`config.mk`:
```
export PLATFORM = sky130hd
export DESIGN_NAME = stream_lane_resizer
export DESIGN_NICKNAME = d
export VERILOG_FILES = /design/src/rtl/stream_lane_resizer.sv
export SDC_FILE = /design/constraint.sdc
export NUM_CORES = 2
export LEC_CHECK = 0
export ABC_AREA = 1
export CORE_AREA = 2 2 333 335
export DETAILED_ROUTE_END_ITERATION = 6
export DIE_AREA = 0 0 335 337
export PLACE_DENSITY = 0.57
export SYNTH_ARGS = -nofsm -noshare
export SYNTH_HDL_FRONTEND = slang
export SYNTH_SLANG_ARGS = --single-unit
```
`constraint.sdc`:
```
create_clock -name clk -period 16.11 [get_ports clk]
set_clock_uncertainty 0.15 [all_clocks]
set_input_delay 1.611 -clock clk [delete_from_list [all_inputs] [get_ports clk]]
set_output_delay 1.611 -clock clk [all_outputs]
set_load 0.01 [all_outputs]
```
`src/rtl/stream_lane_resizer.sv`:
```
// Per-lane width converter with truncate/extend/saturate modes behind a
// two-entry (output + skid) valid/ready buffer and a sticky saturation counter.
module stream_lane_resizer #(
  parameter int IN_WIDTH   = 64,
  parameter int OUT_WIDTH  = 39,
  parameter int DATA_COUNT = 8,
  parameter int CNT_WIDTH  = 16
) (
  input  logic                            clk,
  input  logic                            rst_n,
  input  logic [1:0]                      cfg_mode,
  input  logic                            s_valid,
  output logic                            s_ready,
  input  logic [DATA_COUNT*IN_WIDTH-1:0]  s_data,
  input  logic                            s_last,
  output logic                            m_valid,
  input  logic                            m_ready,
  output logic [DATA_COUNT*OUT_WIDTH-1:0] m_data,
  output logic                            m_last,
  output logic [DATA_COUNT-1:0]           m_sat,
  output logic [CNT_WIDTH-1:0]            sat_count,
  input  logic                            clr_count
);

  // Returns {sat, value}; shifts keep the body legal for any width pairing.
  function automatic logic [OUT_WIDTH:0] narrow_lane(input logic [IN_WIDTH-1:0] v,
                                                     input logic [1:0] mode);
    logic signed [IN_WIDTH-1:0] sv;
    logic signed [IN_WIDTH-1:0] hs;
    logic [IN_WIDTH-1:0]        hu;
    logic [OUT_WIDTH-1:0]       smin;
    sv = v;
    hs = sv >>> (OUT_WIDTH - 1);
    hu = v >> OUT_WIDTH;
    smin = '0;
    smin[OUT_WIDTH-1] = 1'b1;
    narrow_lane = {1'b0, OUT_WIDTH'(v)};
    case (mode)
      2'd2: if (hs != '0 && hs != '1) narrow_lane = {1'b1, sv[IN_WIDTH-1] ? smin : ~smin};
      2'd3: if (hu != '0) narrow_lane = {1'b1, {OUT_WIDTH{1'b1}}};
      default: ;
    endcase
  endfunction

  function automatic logic [OUT_WIDTH-1:0] widen_lane(input logic [IN_WIDTH-1:0] v,
                                                      input logic [1:0] mode);
    logic signed [IN_WIDTH-1:0] sv;
    sv = v;
    if (mode == 2'd1 || mode == 2'd2) widen_lane = OUT_WIDTH'(sv);
    else                              widen_lane = OUT_WIDTH'(v);
  endfunction

  logic [DATA_COUNT*OUT_WIDTH-1:0] conv_data_p0;
  logic [DATA_COUNT-1:0]           conv_sat_p0;
  logic                            skid_vld_p1;
  logic [DATA_COUNT*OUT_WIDTH-1:0] skid_data_p1;
  logic [DATA_COUNT-1:0]           skid_sat_p1;
  logic                            skid_last_p1;
  logic                            accept;
  logic                            take;
  logic                            load_out;
  logic                            skid_nxt;

  // Stage p0: combinational conversion of the beat on the input port
  for (genvar i = 0; i < DATA_COUNT; i++) begin : g_lane
    if (IN_WIDTH > OUT_WIDTH) begin : g_narrow
      assign {conv_sat_p0[i], conv_data_p0[i*OUT_WIDTH +: OUT_WIDTH]} =
        narrow_lane(s_data[i*IN_WIDTH +: IN_WIDTH], cfg_mode);
    end else begin : g_widen
      assign conv_data_p0[i*OUT_WIDTH +: OUT_WIDTH] =
        widen_lane(s_data[i*IN_WIDTH +: IN_WIDTH], cfg_mode);
      assign conv_sat_p0[i] = 1'b0;
    end
  end

  always_comb begin
    accept   = s_valid & s_ready;
    take     = m_valid & m_ready;
    load_out = take | ~m_valid;
    skid_nxt = load_out ? 1'b0 : (skid_vld_p1 | accept);
  end

  // Stage p1: output register with skid entry; skid drains first to keep order
  always_ff @(posedge clk or negedge rst_n) begin
    if (!rst_n) begin
      m_valid     <= 1'b0;
      m_data      <= '0;
      m_last      <= 1'b0;
      m_sat       <= '0;
      skid_vld_p1 <= 1'b0;
      s_ready     <= 1'b0;
    end else begin
      skid_vld_p1 <= skid_nxt;
      s_ready     <= ~skid_nxt;
      if (load_out) begin
        if (skid_vld_p1) begin
          m_valid <= 1'b1;
          m_data  <= skid_data_p1;
          m_sat   <= skid_sat_p1;
          m_last  <= skid_last_p1;
        end else begin
          m_valid <= accept;
          if (accept) begin
            m_data <= conv_data_p0;
            m_sat  <= conv_sat_p0;
            m_last <= s_last;
          end
        end
      end
    end
  end

  always_ff @(posedge clk) begin
    if (accept && !load_out) begin
      skid_data_p1 <= conv_data_p0;
      skid_sat_p1  <= conv_sat_p0;
      skid_last_p1 <= s_last;
    end
  end

  always_ff @(posedge clk or negedge rst_n) begin
    if (!rst_n)                                  sat_count <= '0;
    else if (clr_count)                          sat_count <= '0;
    else if (take && |m_sat && !(&sat_count))    sat_count <= sat_count + 1'b1;
  end

endmodule
```
==> metrics.csv <==
metric;value;unit
status;finished, final reports clean;
worst_slew_pin_slew;1236;ps
crit_family;buffers and inverters;
ys_types;40;
final_max_slew_viol_count;0;
tns;0;ps
crit_path_top_delay_cell;buf_4;
place_area;44500;µm²
grt.total_usage;21.98;%
final_cell_mix;nand2_1 (1744), nor2_1 (980), clkdlybuf4s50_1 (857), inv_1 (403), nand3_1 (383);
switching_share;31.71;%
rsz0062_at_grt;false;
start_util;31.99;%
setup_violations;0;
syn_nets;5228;
rows;122;
p_clk_share;33.1;%
required;16490;ps
vias_per_cell;4.681;
drcViolationCount;0;
ys_ff_latch;661;
cts_tree;done;
numPlacedInstances;6777;
report.power.total;5749;µW
avgSynthCellArea;7.448;µm²
p_comb_share;27.7;%
fin_crit_sh;33.32;%
vdd_ir_drop_max;0.06769;mV
cts_setup_buffers;0;
cts.clk_slew.worst_paths;60;ps
path_max_fanout;86;
design_area;47320;µm²
synth-seq-area-share;51.76;%
r2r_slack;11510;ps
routed_wl;128.0;mm
die_h;337;µm
gp_congestion;0.8817;
grt_pass1_wl;190.3;mm
dp_hpwl;88.35;mm
cts_hold_buf;0;
syn_inst;4707;
topRoutingLayerUsed;met5;
cts_resized;0;
layout_min_cycle_time;5368;ps
powerDensity;121.5;nW/µm²
synth_flop_cell;dfrtp_1;
grt_max_degree;217;
placement.io_buffers;858;
fillers;11169;
cts_buffers;82;
yosysWarnings;0;
hold_viol;0;
grt_overflow;0;
synthArstFlopShare;51.44;%
drv_cap;0;
via_count;32522;
die_x;335;µm
layout.nets;5956;
cp_num_buf_inv;5;
arrival;5750;ps
root_buffer;clkbuf_16;
wl_met2;60.00;mm
worst_path_most_repeated_cell;buf_4;
fin_cells;6948;
synth-edff-count;321;
cts_buffer_depth;3;
clock-sinks;661;
power.leakage;0.02227;µW
whs;326.8;ps
area_growth_syn_to_layout;34.97;%
endpoint_kind;register;
wl_met1;54.33;mm
die_area;112900;µm²
p_switching;1823;µW
antenna_found_initial;26;
hp-class;reg2reg;
ios;859;
drive_above_1_share;4.396;%
drt-pass1-iter-count;5;
core_area;109600;µm²
synth_area;35060;µm²
critPathLaunchType;input pin;
clk_latency;650;ps
critical_path.max_stage_delay;840;ps
wl_per_cell;18.42;µm
clock.fmax;186.3;MHz
drt.antenna.violating_nets;0;
pwr-share-seq;39.2;%
power.internal;3926;µW
criticalPathCategory;in2reg;
wl_met3;8.983;mm
grt_pass1_vias;30643;
drt-initial-drc-count;2293;
relSlewSlack;17.63;%
final_common_cell;nand2_1;
critical_path.cell_chain;clkdlybuf4s50_1 -> a21oi_1 -> inv_1 -> nand2_4 -> buf_4 -> buf_4 -> buf_4 -> nor2_1 -> nand2_1 -> nand2_1;
htree_levels;3;
-- layout make-up --
type                       instances  area, µm²  area share (%)
sequential                       661      18150           38.35
timing repair buffer             903       8969           18.95
clock inverter                    42      479.2           1.013
tap                             1426       1784           3.771
inverter                         412       1554           3.284
antenna                           17      42.54         0.08990
clock buffer                     112       2296           4.852
multi-input combinational       3375      14050           29.68
-- worst reg2reg max path, stage by stage, from the launching register on --
cell	delay (ps)
dfrtp_1	360
buf_4	240
a21oi_1	250
inv_1	110
nand2_4	490
buf_4	820
buf_4	860
buf_4	920
nor2_1	150
nand2_1	100
nand2_1	50
-- path summary, 6_finish.rpt --
path	startpoint	to	depth (start not counted)
worst max-delay path	s_valid	m_data[207]$_DFFE_PN0P_	10
worst min register to register	m_data[83]$_DFFE_PN0P_	m_data[83]$_DFFE_PN0P_	2
min in group asynchronous	rst_n	skid_vld_p1$_DFF_PN0_	1
max in group asynchronous	rst_n	m_data[158]$_DFFE_PN0P_	3
worst max register to register	skid_vld_p1$_DFF_PN0_	m_data[207]$_DFFE_PN0P_	10
worst min-delay path	m_data[83]$_DFFE_PN0P_	m_data[83]$_DFFE_PN0P_	2
-- cell families (layout without fill, tap and decap cells) --
| family | Yosys count | count (layout) | share of synthesized area, % |
|---|---|---|---|
| other | 0 | 17 | 0 |
| flip-flops | 661 | 661 | 51.76 |
| XOR/XNOR | 8 | 8 | 0.1999 |
| adder cells (fa/ha/maj) | 1 | 1 | 0.03568 |
| buffers and inverters | 671 | 1469 | 8.248 |
| AO/OA/AOI/OAI | 71 | 71 | 1.139 |
| AND/OR/NAND/NOR | 3295 | 3295 | 38.61 |
-- Yosys cell counts, types with 25 or more instances --
library cell,number,area (µm²)
buf_4,25,187.7
nand3b_1,42,315.3
o21ai_0,39,195.2
nor2_1,981,3682
clkbuf_1,86,322.8
edfxtp_1,321,9639
nand3_1,385,1927
nand4_1,61,381.6
buf_2,127,635.6
nand2_1,1746,6554
inv_1,403,1513
nor2_4,35,394.1
dfrtp_1,340,8508
-- per-layer routing --
metal | track usage, % | vias to the layer above
li1 | - | 16089
met1 | 28.46 | 15276
met2 | 35.25 | 948
met3 | 5.257 | 193
met4 | 8.997 | 16
met5 | 0 | -
-- state kept, by name, summed over array words and instances, names as in the netlist --
register      flops
m_last            1
skid_last_p1      1
m_valid           1
skid_data_p1    312
m_sat             8
s_ready           1
skid_sat_p1       8
skid_vld_p1       1
sat_count        16
m_data          312
-- power by group through the flow --
stage	Combinational [µW]	Clock [µW]	Sequential, µW
after floorplan	592	0	2360
after global placement	1600	0	2280
after detailed placement	1600	0	2280
after CTS	1610	1960	2260
after global routing	1750	2020	2290
final	1590	1900	2260
-- metrics by stage --
| stage | util, % | worst slack (ps) |
|---|---|---|
| 5_1_grt | 43.17 | 10380 |
| 6_report | 43.17 | 10740 |
| 3_5_place_dp | 40.60 | 10130 |
| 3_3_place_gp | 40.60 | 10190 |
| 2_1_floorplan | - | 5343 |
| 4_1_cts | 43.13 | 10830 |
No activity file was read; power rests on OpenSTA's default activity.
